--- src/rtl/ram_bist_pkg.sv ---
// Shared types and constants for the March C- RAM BIST initiator.
// Each march element has four attributes: address direction, ops per
// address, read-expect polarity and write polarity. They are encoded as
// bit vectors indexed by element number (M0 = bit 0 ... M5 = bit 5).
package ram_bist_pkg;

    localparam int DEF_ADDR_W = 4;
    localparam int DEF_DATA_W = 8;

    typedef enum logic [3:0] {
        ST_IDLE  = 4'd0,
        ST_M0    = 4'd1,
        ST_M1    = 4'd2,
        ST_M2    = 4'd3,
        ST_M3    = 4'd4,
        ST_M4    = 4'd5,
        ST_M5    = 4'd6,
        ST_DRAIN = 4'd7,
        ST_DONE  = 4'd8
    } bist_state_e;

    // 1 = element walks the addresses downwards (M3, M4, M5)
    localparam logic [5:0] ELEM_DOWN   = 6'b111000;
    // 1 = element does read then write per address (M1..M4); 0 = single op
    localparam logic [5:0] ELEM_TWO_OP = 6'b011110;
    // 1 = reads in this element expect ~BG (M2 r1, M4 r1)
    localparam logic [5:0] ELEM_RD_INV = 6'b010100;
    // 1 = writes in this element store ~BG (M1 w1, M3 w1)
    localparam logic [5:0] ELEM_WR_INV = 6'b001010;

    // Element number of a march state; non-march states map to 0.
    function automatic logic [2:0] elem_idx(input bist_state_e st);
        case (st)
            ST_M0:   elem_idx = 3'd0;
            ST_M1:   elem_idx = 3'd1;
            ST_M2:   elem_idx = 3'd2;
            ST_M3:   elem_idx = 3'd3;
            ST_M4:   elem_idx = 3'd4;
            ST_M5:   elem_idx = 3'd5;
            default: elem_idx = 3'd0;
        endcase
    endfunction

    // State following a march element once its last address is done.
    function automatic bist_state_e next_elem(input bist_state_e st);
        case (st)
            ST_M0:   next_elem = ST_M1;
            ST_M1:   next_elem = ST_M2;
            ST_M2:   next_elem = ST_M3;
            ST_M3:   next_elem = ST_M4;
            ST_M4:   next_elem = ST_M5;
            ST_M5:   next_elem = ST_DRAIN;
            default: next_elem = ST_IDLE;
        endcase
    endfunction

endpackage

--- src/rtl/ram_march_bist_if.sv ---
// RAM port bundle between the BIST initiator (master) and the RAM (slave).
interface ram_march_bist_if
    import ram_bist_pkg::*;
#(
    parameter int ADDR_W = DEF_ADDR_W,
    parameter int DATA_W = DEF_DATA_W
);
    logic              mem_we;
    logic              mem_re;
    logic [ADDR_W-1:0] mem_addr;
    logic [DATA_W-1:0] mem_din;
    logic [DATA_W-1:0] mem_dout;

    modport master (
        output mem_we,
        output mem_re,
        output mem_addr,
        output mem_din,
        input  mem_dout
    );

    modport slave (
        input  mem_we,
        input  mem_re,
        input  mem_addr,
        input  mem_din,
        output mem_dout
    );
endinterface

--- src/rtl/ram_march_bist_addr_gen.sv ---
// Up/down address counter for the march elements: load jumps to the first
// address of an element (0 going up, all-ones going down), step moves one
// address in the current direction, last flags the final address.
module bist_addr_gen #(
    parameter int ADDR_W = 4
) (
    input  logic              clk,
    input  logic              reset,
    input  logic              load_i,
    input  logic              load_down_i,
    input  logic              step_i,
    input  logic              down_i,
    output logic [ADDR_W-1:0] addr_o,
    output logic              last_o
);
    logic [ADDR_W-1:0] addr_q;
    logic [ADDR_W-1:0] addr_d;

    localparam logic [ADDR_W-1:0] ADDR_ONE = {{(ADDR_W-1){1'b0}}, 1'b1};

    // Next address: load has priority over step, otherwise hold
    always_comb begin
        addr_d = addr_q;
        if (load_i) begin
            addr_d = load_down_i ? {ADDR_W{1'b1}} : {ADDR_W{1'b0}};
        end else if (step_i) begin
            addr_d = down_i ? (addr_q - ADDR_ONE) : (addr_q + ADDR_ONE);
        end else begin
            addr_d = addr_q;
        end
    end

    // Address register
    always_ff @(posedge clk or posedge reset) begin
        if (reset) begin
            addr_q <= {ADDR_W{1'b0}};
        end else begin
            addr_q <= addr_d;
        end
    end

    assign addr_o = addr_q;
    assign last_o = down_i ? (addr_q == {ADDR_W{1'b0}}) : (addr_q == {ADDR_W{1'b1}});

endmodule

--- src/rtl/ram_march_bist.sv ---
// March C- BIST initiator for a single-port synchronous RAM.
// All RAM port signals are registered. A read issued in cycle N returns
// data in cycle N+1, so the expected value is pipelined one cycle and the
// comparison happens whenever the previous cycle issued a read.
// Optional first-failure capture (fail_addr/fail_exp/fail_act) is built
// when RAM_BIST_FAIL_LOG_EN is defined; otherwise those ports are tied to 0.
module ram_march_bist
    import ram_bist_pkg::*;
#(
    parameter int                ADDR_W = DEF_ADDR_W,
    parameter int                DATA_W = DEF_DATA_W,
    parameter logic [DATA_W-1:0] BG     = {DATA_W{1'b0}}
) (
    input  logic                    clk,
    input  logic                    reset,
    input  logic                    start,
    output logic                    busy,
    output logic                    done,
    output logic                    pass,
    ram_march_bist_if.master        mem,
    output logic [ADDR_W-1:0]       fail_addr,
    output logic [DATA_W-1:0]       fail_exp,
    output logic [DATA_W-1:0]       fail_act
);
    bist_state_e       state_q, state_d, nxt_s;
    logic              phase_q, phase_d;       // 0 = read slot, 1 = write slot
    logic              we_q, we_d;
    logic              re_q, re_d;
    logic [DATA_W-1:0] din_q, din_d;
    logic              busy_q, busy_d;
    logic              done_q, done_d;
    logic              pass_q, pass_d;
    logic              err_q, err_d;
    logic              chk_q, chk_d;           // last cycle issued a read
    logic [DATA_W-1:0] chk_exp_q, chk_exp_d;

    logic [2:0]        cur_idx_s, nxt_idx_s;
    logic              down_s, last_s, load_s, load_down_s, step_s;
    logic              mismatch_s, start_acc_s;
    logic [DATA_W-1:0] wr_pat_s;
    logic [ADDR_W-1:0] addr_s;

    assign cur_idx_s   = elem_idx(state_q);
    assign nxt_s       = next_elem(state_q);
    assign nxt_idx_s   = elem_idx(nxt_s);
    assign down_s      = ELEM_DOWN[cur_idx_s];
    assign wr_pat_s    = ELEM_WR_INV[cur_idx_s] ? ~BG : BG;
    assign start_acc_s = start && ((state_q == ST_IDLE) || (state_q == ST_DONE));

    bist_addr_gen #(.ADDR_W(ADDR_W)) u_addr_gen (
        .clk        (clk),
        .reset      (reset),
        .load_i     (load_s),
        .load_down_i(load_down_s),
        .step_i     (step_s),
        .down_i     (down_s),
        .addr_o     (addr_s),
        .last_o     (last_s)
    );

    // Compare the data returned for the read issued in the previous cycle
    always_comb begin
        if (chk_q) begin
            mismatch_s = (mem.mem_dout != chk_exp_q);
        end else begin
            mismatch_s = 1'b0;
        end
    end

    // March sequencer: next state, next RAM operation and status
    always_comb begin
        state_d     = state_q;
        phase_d     = phase_q;
        we_d        = 1'b0;
        re_d        = 1'b0;
        din_d       = {DATA_W{1'b0}};
        busy_d      = busy_q;
        done_d      = done_q;
        pass_d      = pass_q;
        err_d       = err_q | mismatch_s;
        load_s      = 1'b0;
        load_down_s = 1'b0;
        step_s      = 1'b0;
        chk_d       = re_q;
        chk_exp_d   = ELEM_RD_INV[cur_idx_s] ? ~BG : BG;

        case (state_q)
            ST_IDLE, ST_DONE: begin
                if (start_acc_s) begin
                    state_d = ST_M0;
                    phase_d = 1'b0;
                    we_d    = 1'b1;
                    din_d   = BG;
                    busy_d  = 1'b1;
                    done_d  = 1'b0;
                    pass_d  = 1'b0;
                    err_d   = 1'b0;
                    load_s  = 1'b1;
                end else begin
                    state_d = state_q;
                end
            end
            ST_M0: begin
                if (last_s) begin
                    state_d     = nxt_s;
                    phase_d     = 1'b0;
                    re_d        = 1'b1;
                    load_s      = 1'b1;
                    load_down_s = ELEM_DOWN[nxt_idx_s];
                end else begin
                    step_s = 1'b1;
                    we_d   = 1'b1;
                    din_d  = BG;
                end
            end
            ST_M1, ST_M2, ST_M3, ST_M4: begin
                if (!phase_q) begin
                    // Write slot follows the read at the same address
                    phase_d = 1'b1;
                    we_d    = 1'b1;
                    din_d   = wr_pat_s;
                end else begin
                    phase_d = 1'b0;
                    re_d    = 1'b1;
                    if (last_s) begin
                        state_d     = nxt_s;
                        load_s      = 1'b1;
                        load_down_s = ELEM_DOWN[nxt_idx_s];
                    end else begin
                        step_s = 1'b1;
                    end
                end
            end
            ST_M5: begin
                if (last_s) begin
                    state_d = ST_DRAIN;
                end else begin
                    step_s = 1'b1;
                    re_d   = 1'b1;
                end
            end
            ST_DRAIN: begin
                // Final compare (address 0 of M5) folds straight into pass
                state_d = ST_DONE;
                busy_d  = 1'b0;
                done_d  = 1'b1;
                pass_d  = ~(err_q | mismatch_s);
            end
            default: begin
                state_d = ST_IDLE;
                busy_d  = 1'b0;
                done_d  = 1'b0;
                pass_d  = 1'b0;
                err_d   = 1'b0;
            end
        endcase
    end

    // Sequencer and RAM-port registers
    always_ff @(posedge clk or posedge reset) begin
        if (reset) begin
            state_q   <= ST_IDLE;
            phase_q   <= 1'b0;
            we_q      <= 1'b0;
            re_q      <= 1'b0;
            din_q     <= {DATA_W{1'b0}};
            busy_q    <= 1'b0;
            done_q    <= 1'b0;
            pass_q    <= 1'b0;
            err_q     <= 1'b0;
            chk_q     <= 1'b0;
            chk_exp_q <= {DATA_W{1'b0}};
        end else begin
            state_q   <= state_d;
            phase_q   <= phase_d;
            we_q      <= we_d;
            re_q      <= re_d;
            din_q     <= din_d;
            busy_q    <= busy_d;
            done_q    <= done_d;
            pass_q    <= pass_d;
            err_q     <= err_d;
            chk_q     <= chk_d;
            chk_exp_q <= chk_exp_d;
        end
    end

    assign mem.mem_we   = we_q;
    assign mem.mem_re   = re_q;
    assign mem.mem_addr = addr_s;
    assign mem.mem_din  = din_q;
    assign busy         = busy_q;
    assign done         = done_q;
    assign pass         = pass_q;

`ifdef RAM_BIST_FAIL_LOG_EN
    logic [ADDR_W-1:0] chk_addr_q, chk_addr_d;
    logic [ADDR_W-1:0] fail_addr_q, fail_addr_d;
    logic [DATA_W-1:0] fail_exp_q, fail_exp_d;
    logic [DATA_W-1:0] fail_act_q, fail_act_d;

    // Capture only the first mismatch of a run; a new run clears the log
    always_comb begin
        chk_addr_d  = addr_s;
        fail_addr_d = fail_addr_q;
        fail_exp_d  = fail_exp_q;
        fail_act_d  = fail_act_q;
        if (start_acc_s) begin
            fail_addr_d = {ADDR_W{1'b0}};
            fail_exp_d  = {DATA_W{1'b0}};
            fail_act_d  = {DATA_W{1'b0}};
        end else if (mismatch_s && !err_q) begin
            fail_addr_d = chk_addr_q;
            fail_exp_d  = chk_exp_q;
            fail_act_d  = mem.mem_dout;
        end else begin
            fail_addr_d = fail_addr_q;
        end
    end

    // First-failure log registers
    always_ff @(posedge clk or posedge reset) begin
        if (reset) begin
            chk_addr_q  <= {ADDR_W{1'b0}};
            fail_addr_q <= {ADDR_W{1'b0}};
            fail_exp_q  <= {DATA_W{1'b0}};
            fail_act_q  <= {DATA_W{1'b0}};
        end else begin
            chk_addr_q  <= chk_addr_d;
            fail_addr_q <= fail_addr_d;
            fail_exp_q  <= fail_exp_d;
            fail_act_q  <= fail_act_d;
        end
    end

    assign fail_addr = fail_addr_q;
    assign fail_exp  = fail_exp_q;
    assign fail_act  = fail_act_q;
`else
    assign fail_addr = {ADDR_W{1'b0}};
    assign fail_exp  = {DATA_W{1'b0}};
    assign fail_act  = {DATA_W{1'b0}};
`endif

endmodule

--- src/flat_wrapper.sv ---
// flat-port wrapper written by rule: the top's interface ports become plain ports
module ram_march_bist_flat import ram_bist_pkg::*;
#(
    parameter int                ADDR_W = DEF_ADDR_W,
    parameter int                DATA_W = DEF_DATA_W,
    parameter logic [DATA_W-1:0] BG     = {DATA_W{1'b0}}
)
  (clk, reset, start, busy, done, pass, fail_addr, fail_exp, fail_act, mem_mem_we, mem_mem_re, mem_mem_addr, mem_mem_din, mem_mem_dout);
  ram_march_bist_if #(.ADDR_W(ADDR_W), .DATA_W(DATA_W)) mem_i ();
  input  logic clk;
  input  logic reset;
  input  logic start;
  output logic busy;
  output logic done;
  output logic pass;
  output logic [ADDR_W-1:0] fail_addr;
  output logic [DATA_W-1:0] fail_exp;
  output logic [DATA_W-1:0] fail_act;
  output wire logic [$bits(mem_i.mem_we)-1:0] mem_mem_we;
  output wire logic [$bits(mem_i.mem_re)-1:0] mem_mem_re;
  output wire logic [$bits(mem_i.mem_addr)-1:0] mem_mem_addr;
  output wire logic [$bits(mem_i.mem_din)-1:0] mem_mem_din;
  input wire logic [$bits(mem_i.mem_dout)-1:0] mem_mem_dout;
  assign mem_mem_we = mem_i.mem_we;
  assign mem_mem_re = mem_i.mem_re;
  assign mem_mem_addr = mem_i.mem_addr;
  assign mem_mem_din = mem_i.mem_din;
  assign mem_i.mem_dout = mem_mem_dout;
  ram_march_bist #(.ADDR_W(ADDR_W), .DATA_W(DATA_W), .BG(BG)) u_core (.clk(clk), .reset(reset), .start(start), .busy(busy), .done(done), .pass(pass), .mem(mem_i), .fail_addr(fail_addr), .fail_exp(fail_exp), .fail_act(fail_act));
endmodule
--- config.mk ---
export PLATFORM = sky130hd
export DESIGN_NAME = ram_march_bist_flat
export DESIGN_NICKNAME = d
export VERILOG_FILES = /design/src/rtl/ram_bist_pkg.sv /design/src/rtl/ram_march_bist_if.sv /design/src/rtl/ram_march_bist_addr_gen.sv /design/src/rtl/ram_march_bist.sv /design/src/flat_wrapper.sv
export SDC_FILE = /design/constraint.sdc
export NUM_CORES = 1
export LEC_CHECK = 0
export BUFFER_PORTS_ARGS = -buffer_cell sky130_fd_sc_hd__buf_4
export CAP_MARGIN = 20
export CORE_UTILIZATION = 50
export CTS_BUF_LIST = sky130_fd_sc_hd__clkbuf_2 sky130_fd_sc_hd__clkbuf_4 sky130_fd_sc_hd__clkbuf_8
export DETAILED_ROUTE_END_ITERATION = 10
export GPL_ROUTABILITY_DRIVEN = 0
export PLACE_DENSITY_LB_ADDON = 0.3
export SETUP_SLACK_MARGIN = 0.15
export SLEW_MARGIN = 40
export SYNTH_ARGS = -nofsm -noshare
export SYNTH_HDL_FRONTEND = slang
export SYNTH_SLANG_ARGS = --single-unit
--- constraint.sdc ---
create_clock -name clk -period 3.2 [get_ports clk]
set_clock_uncertainty 0.15 [all_clocks]
set_input_delay 0 -clock clk [delete_from_list [all_inputs] [get_ports clk]]
set_output_delay 0 -clock clk [all_outputs]
set_load 0.02 [all_outputs]
# Word-level counts from Yosys, hierarchy flattened
# Memory sizes are Yosys's and may differ from the RTL's.
# Cells that the tools add are included.
# classes
n_addsub	2
multipliers	0
n_div	0
magnitude_cmp	2
n_eq_ne	19
shift	0
mux	45
bitwise	3
n_reduce_logical	14
# ops
operator	count
$mux W4	8
$mux W8	4
$pmux W3 S5	2
$pmux W4 S5	1
$mux W1	19
$pmux W1 S3	6
$pmux W3 S6	1
$eq A4 B3 Y1 const B	4
$eq A3 B3 Y1 const B	3
$eq A4 B2 Y1 const B	2
$eq A4 B4 Y1 const B	2
$logic_not A4 Y1	2
$lt A3 B4 Y1 const B	2
$ne A2 B1 Y1 const B	4
$ne A8 B8 Y1	1
$pmux W1 S2	4
$reduce_or A7 Y1	1
$eq A3 B2 Y1 const B	2
$reduce_and A3 Y1	2
$reduce_or A6 Y1	1
$add A4 B1 Y4 const B	1
$eq A4 B1 Y1 const B	1
$reduce_or A2 Y1	2
$reduce_or A4 Y1	1
other kinds (8)	9
# totals
reg_bits	32
latch_bits	0
ram_bits	0
rom_bits	32
inputBits	11
output_inout_bits	37
word_cells	101
mem_count	4
# memory_table
name	words	width	read_ports	rd_clocked_by_memory_dff	write_ports	line_no	text
(name not given)	8	1	1	0	0	ram_march_bist.sv:85	chk_exp_d = ELEM_RD_INV[cur_idx_s] ? ~BG : BG;
(name not given)	8	1	1	0	0	ram_march_bist.sv:47	assign wr_pat_s = ELEM_WR_INV[cur_idx_s] ? ~BG : BG;
(name not given)	8	1	1	0	0	ram_march_bist.sv:46	assign down_s = ELEM_DOWN[cur_idx_s];
(name not given)	8	1	1	0	0	ram_march_bist.sv:109	load_down_s = ELEM_DOWN[nxt_idx_s];

# Longest topological paths before layout
# logic_depth
word_depth	11
mapped_depth	9
depth_no_buf	8

# Hierarchy
# A second synthesis with hierarchy kept.
# hier_totals
hier_cells	158
area_unflattened_um2	1387.6
# modules_own_cells
mod	n_inst	cells_each	area_each_um2	seq_area_each_um2
ram_march_bist	1	119	1031.0	350.3
bist_addr_gen	1	39	356.6	100.1

# Least setup slack after synthesis
# OpenSTA, ideal clock, no wires.
# synth_timing
kind	register to register
start	reg u_core.state_q[3]
end	reg u_core.u_addr_gen.addr_q[3] (netlist: u_core.u_addr_gen.addr_o[3])
setup_time_ps	96
arrival_ps	2075
required_time_ps	2954
setup_slack_ps	879
stages_incl_launch_ff	10
n_path_buf	1
synth_period_minus_slack_ps	2321
path_cell_list	dfrtp_1 -> buf_2 -> nand2b_1 -> a21oi_1 -> ha_1 -> a21o_2 -> a21oi_1 -> xnor2_1 -> and3_2 -> nor4_2
# synth_between
elab_chain_cells	11
elab_cells_between_ends	41
classes_between	eq/ne (12); mux (20); reduce/logical (7); memory (2)
# synth_rtl
item	line_no	text
from (decl)	ram_march_bist.sv:25	bist_state_e state_q, state_d, nxt_s;
from (signal assigned)	ram_march_bist.sv:174	state_q <= state_d;
$eq A4 B3 Y1 (tied with other cells)	ram_bist_pkg.sv:33, ram_bist_pkg.sv:46, ram_march_bist.sv:87	
$pmux W3 S6	ram_bist_pkg.sv:46	case (st)
$eq A3 B3 Y1 / $eq A3 B2 Y1 (equally long branches)	ram_bist_pkg.sv:33	case (st)
$pmux W3 S5	ram_bist_pkg.sv:33	
$mem_v2 Z8 W1	--	
$mux W1 (implied by the code)	ram_march_bist.sv:128	load_down_s = ELEM_DOWN[nxt_idx_s];
$mux W1	ram_march_bist.sv:104	if (last_s) begin
$mux W1	ram_march_bist.sv:117	if (!phase_q) begin
$pmux W1 S2	ram_march_bist.sv:87	case (state_q)
$mux W4	ram_march_bist_addr_gen.sv:25	addr_d = load_down_i ? {ADDR_W{1'b1}} : {ADDR_W{1'b0}};
$mux W4	ram_march_bist_addr_gen.sv:24	if (load_i) begin
to (signal assigned)	ram_march_bist_addr_gen.sv:36	addr_q <= {ADDR_W{1'b0}};
to (signal assigned)	ram_march_bist_addr_gen.sv:38	addr_q <= addr_d;
to (decl)	ram_march_bist_addr_gen.sv:16	logic [ADDR_W-1:0] addr_q;
# Parallel ways exist; a longest one is shown, timed or not. The select of a mux whose other input is x is not followed.
# A chain may end at the register's enable or synchronous reset.

# Worst setup path in the final report
# layout_timing
start	reg u_core.state_q[0]
end	reg u_core.u_addr_gen.addr_q[3] (netlist: u_core.u_addr_gen.addr_o[3])
# Same word-level chain as after synthesis.

==> results by group <==
Min path
  – Min-Delay Path Depth: 5
  – Hold crit path type: input port to register

Global route
  – Vias in the first global route: 1160
  – First-pass GRT wire length: between 5000 and 6000 um
  – Largest net degree at the start of global routing: 22
  – GRT overflow: 0
  – GRT Util Overall: a little over a fifth
  – Initial antenna violation count: 0

Setup path
  – Crit path max-delay family: compound AO/OA/AOI/OAI gates
  – Arr. time, crit path: ~2.6 ns
  – Worst R2R Setup Slack: 0.67 ns
  – CP max-delay cell: dfrtp_1
  – CP Class: register to register
  – Worst endpoint required time: ~3.3 ns
  – CP most frequent cell: a21oi_1
  – Startpoint Class: register
  – Slowest stage delay, CP: roughly 0.62 ns
  – Critical path, cell by cell: a21oi_1 > ha_1 > a21o_2 > a21oi_1 > xnor2_1 > and3_2 > nor4_2
  – Worst Reg-to-Reg Cells: 7
  – Critical Path Sink Type: register
  – Critical path buffers and inverters: 0
  – Levels on crit path: 7
  – Critical path fanouts, max: 21

Final layout
  – Share of cells above drive strength 1: between 20% and 30%
  – Design area: 0.001657 mm2
  – Non-filler cells, final: 221
  – Filler Cell Count: between 200 and 250
  – Final Util: between 50% and 60%
  – Number of diodes: 0
  – Layout net count: ~210
  – Synthesis-to-layout area growth: 11.35%

Die
  – Initial Util: between 50 and 60%
  – Die ar.: around 0.0032 mm2
  – Die X: 56.55 um
  – Die span in y: about 57 um
  – Core area: approximately 0.0028 mm2
  – Core Rows: 19
  – Ports: 48

Pwr
  – Final Power: 1.824 mW
  – Worst IR Drop VDD: between 0.6 and 0.7 mV
  – Static leakage: approximately 0.77 nW
  – P per Cell Area: between 1000 and 1500 mW/mm2

Synthesis
  – Post-synth top cells: 28 x buf_4, 18 x dfrtp_1, 13 x nor2_1
  – Distinct cells, synth: between 50 and 60
  – Post-Synthesis Cells: roughly 170
  – Count leader, synth: buf_4
  – Warnings, synthesis: 0
  – Avg Inst Size Synth: between 8 and 9 um2
  – Mapped Area: 0.001488 mm2
  – Top cell type's share of synthesized area: roughly 30%
  – Post-synth ARST share: 100.0%
  – Dominant cell type by area after synthesis: dfrtp_1
  – Synth area leaders: dfrtp_1 30%, buf_4 14%, nor2_1 3.3%
  – Seq/Total Area, Yosys: between 30% and 40%
  – Post-synth top flop: dfrtp_1
  – Yosys reg bits: 18
  – EDFF count, synth: 0

STA
  – Final WS setup: 0.6710 ns
  – Fmax achieved: 0.3954 GHz
  – Final Cycle Share: between 70% and 80%
  – Hold slack final: 0.09644 ns
  – Final hold vios: 0
  – Pins Over Slew Limit: 0
  – Post-route setup TNS: 0 ns
  – Setup violations, final: 0
  – Relative slew slack: a little over half
  – Fin crit period: ~2.5 ns
  – RSZ-0062 raised after global routing: false
  – Slew at the pin closest to its max-slew limit: a little under 0.7 ns

Clocking
  – Clock transition at path regs: roughly 0.12 ns
  – Post-CTS Resized: 0
  – Clock Latency Late Sink: roughly 0.30 ns
  – TritonCTS clock tree: yes
  – CTS Buf Count: 3
  – H-tree Lvls: 1
  – Root Driver: clkbuf_4
  – Clock sinks: 18
  – CTS Buffer Depth: 2

Job
  – Max Cap Viol: 0

Place
  – Port buffer count: 27
  – Cell total after placement: around 210
  – Placement Cell Area: ~0.0016 mm2
  – Hpwl dp: between 2000 and 2500 um
  – Pre-CTS WS: about 0.71 ns

Detailed routing
  – Routed WL: approximately 3100 um
  – DR pass1 iterations: 4
  – Vias per inst: between 5 and 6
  – Initial drt markers: 33
  – DRT antenna net count: 0
  – Routed vias: ~1200
  – DRC violation count after routing: 0
  – Routed WL per cell: around 14 um

Outcome
  – Status: complete, no violations
worst paths after layout:
path / start / endpoint
max reg2reg: u_core.state_q[0] / u_core.u_addr_gen.addr_o[3]
min in group asynchronous: reset / u_core.state_q[1]
max in group asynchronous: reset / u_core.u_addr_gen.addr_o[2]
min: mem_mem_dout[7] / u_core.pass
min reg2reg: u_core.mem.mem_re / u_core.chk_q
max: u_core.state_q[0] / u_core.u_addr_gen.addr_o[3]
layout by cell type (no fill, tap or decap), types with 3 or more instances in the layout:
| cell type | count |
|---|---|
| inv_1 | 4 |
| nor2_1 | 13 |
| dlygate4sd3_1 | 5 |
| conb_1 | 20 |
| xnor2_1 | 4 |
| a21oi_1 | 9 |
| dfrtp_1 | 18 |
| and2_1 | 3 |
| nor3_1 | 5 |
| clkbuf_4 | 3 |
| o21ai_0 | 9 |
| buf_4 | 30 |
| nand4_1 | 3 |
| nand2_1 | 12 |
| nand3_1 | 3 |
power by group:
part	switching, mW	internal (mW)
sequential	0.134	0.333
combinational	0.680	0.532
clock	0.0765	0.0694
total	0.890	0.934
final cells by class:
cell class / count / area (um2) / share of cell area, %
Multi-Input combinational cell: 129 / 840.8 / 50.76
Sequential cell: 18 / 450.4 / 27.19
Timing Repair Buffer: 35 / 275.3 / 16.62
Tap cell: 31 / 38.79 / 2.341
Clock buffer: 4 / 36.28 / 2.190
Inverter: 4 / 15.01 / 0.9063
kinds of logic (layout without fill, tap and decap cells):
family	Yosys count	after routing	synth area share (%)
mux	5	5	4.625
xor+xnor	4	4	2.355
fa+ha+maj	3	3	3.028
other cells	1	20	0.2521
flops	18	18	30.28
buf+inv	40	43	18.00
compound gates	40	40	19.51
simple gates	57	57	21.95
metal layers:
layer  up-vias  wire (um)  GRT usage [%]
met2        40       1572          34.45
met4         0         63          5.575
met5         -          0              0
li1        599          -              -
met3         8        165          4.147
met1       589       1315          27.98
worst register-to-register path, stage by stage (launching register included):
cell	delay [ns]
dfrtp_1	0.62
a21oi_1	0.46
ha_1	0.31
a21o_2	0.21
a21oi_1	0.18
xnor2_1	0.10
and3_2	0.23
nor4_2	0.19
what timing repair did:
| action | 4_1_cts | 5_1_grt |
|---|---|---|
| hold endpoints to repair | 21 | 0 |
| hold buffers | 5 | 0 |
| buffers inserted | 0 | 0 |
| endpoints found under the setup margin | 0 | 0 |
Power figures use the tool's default switching activity.
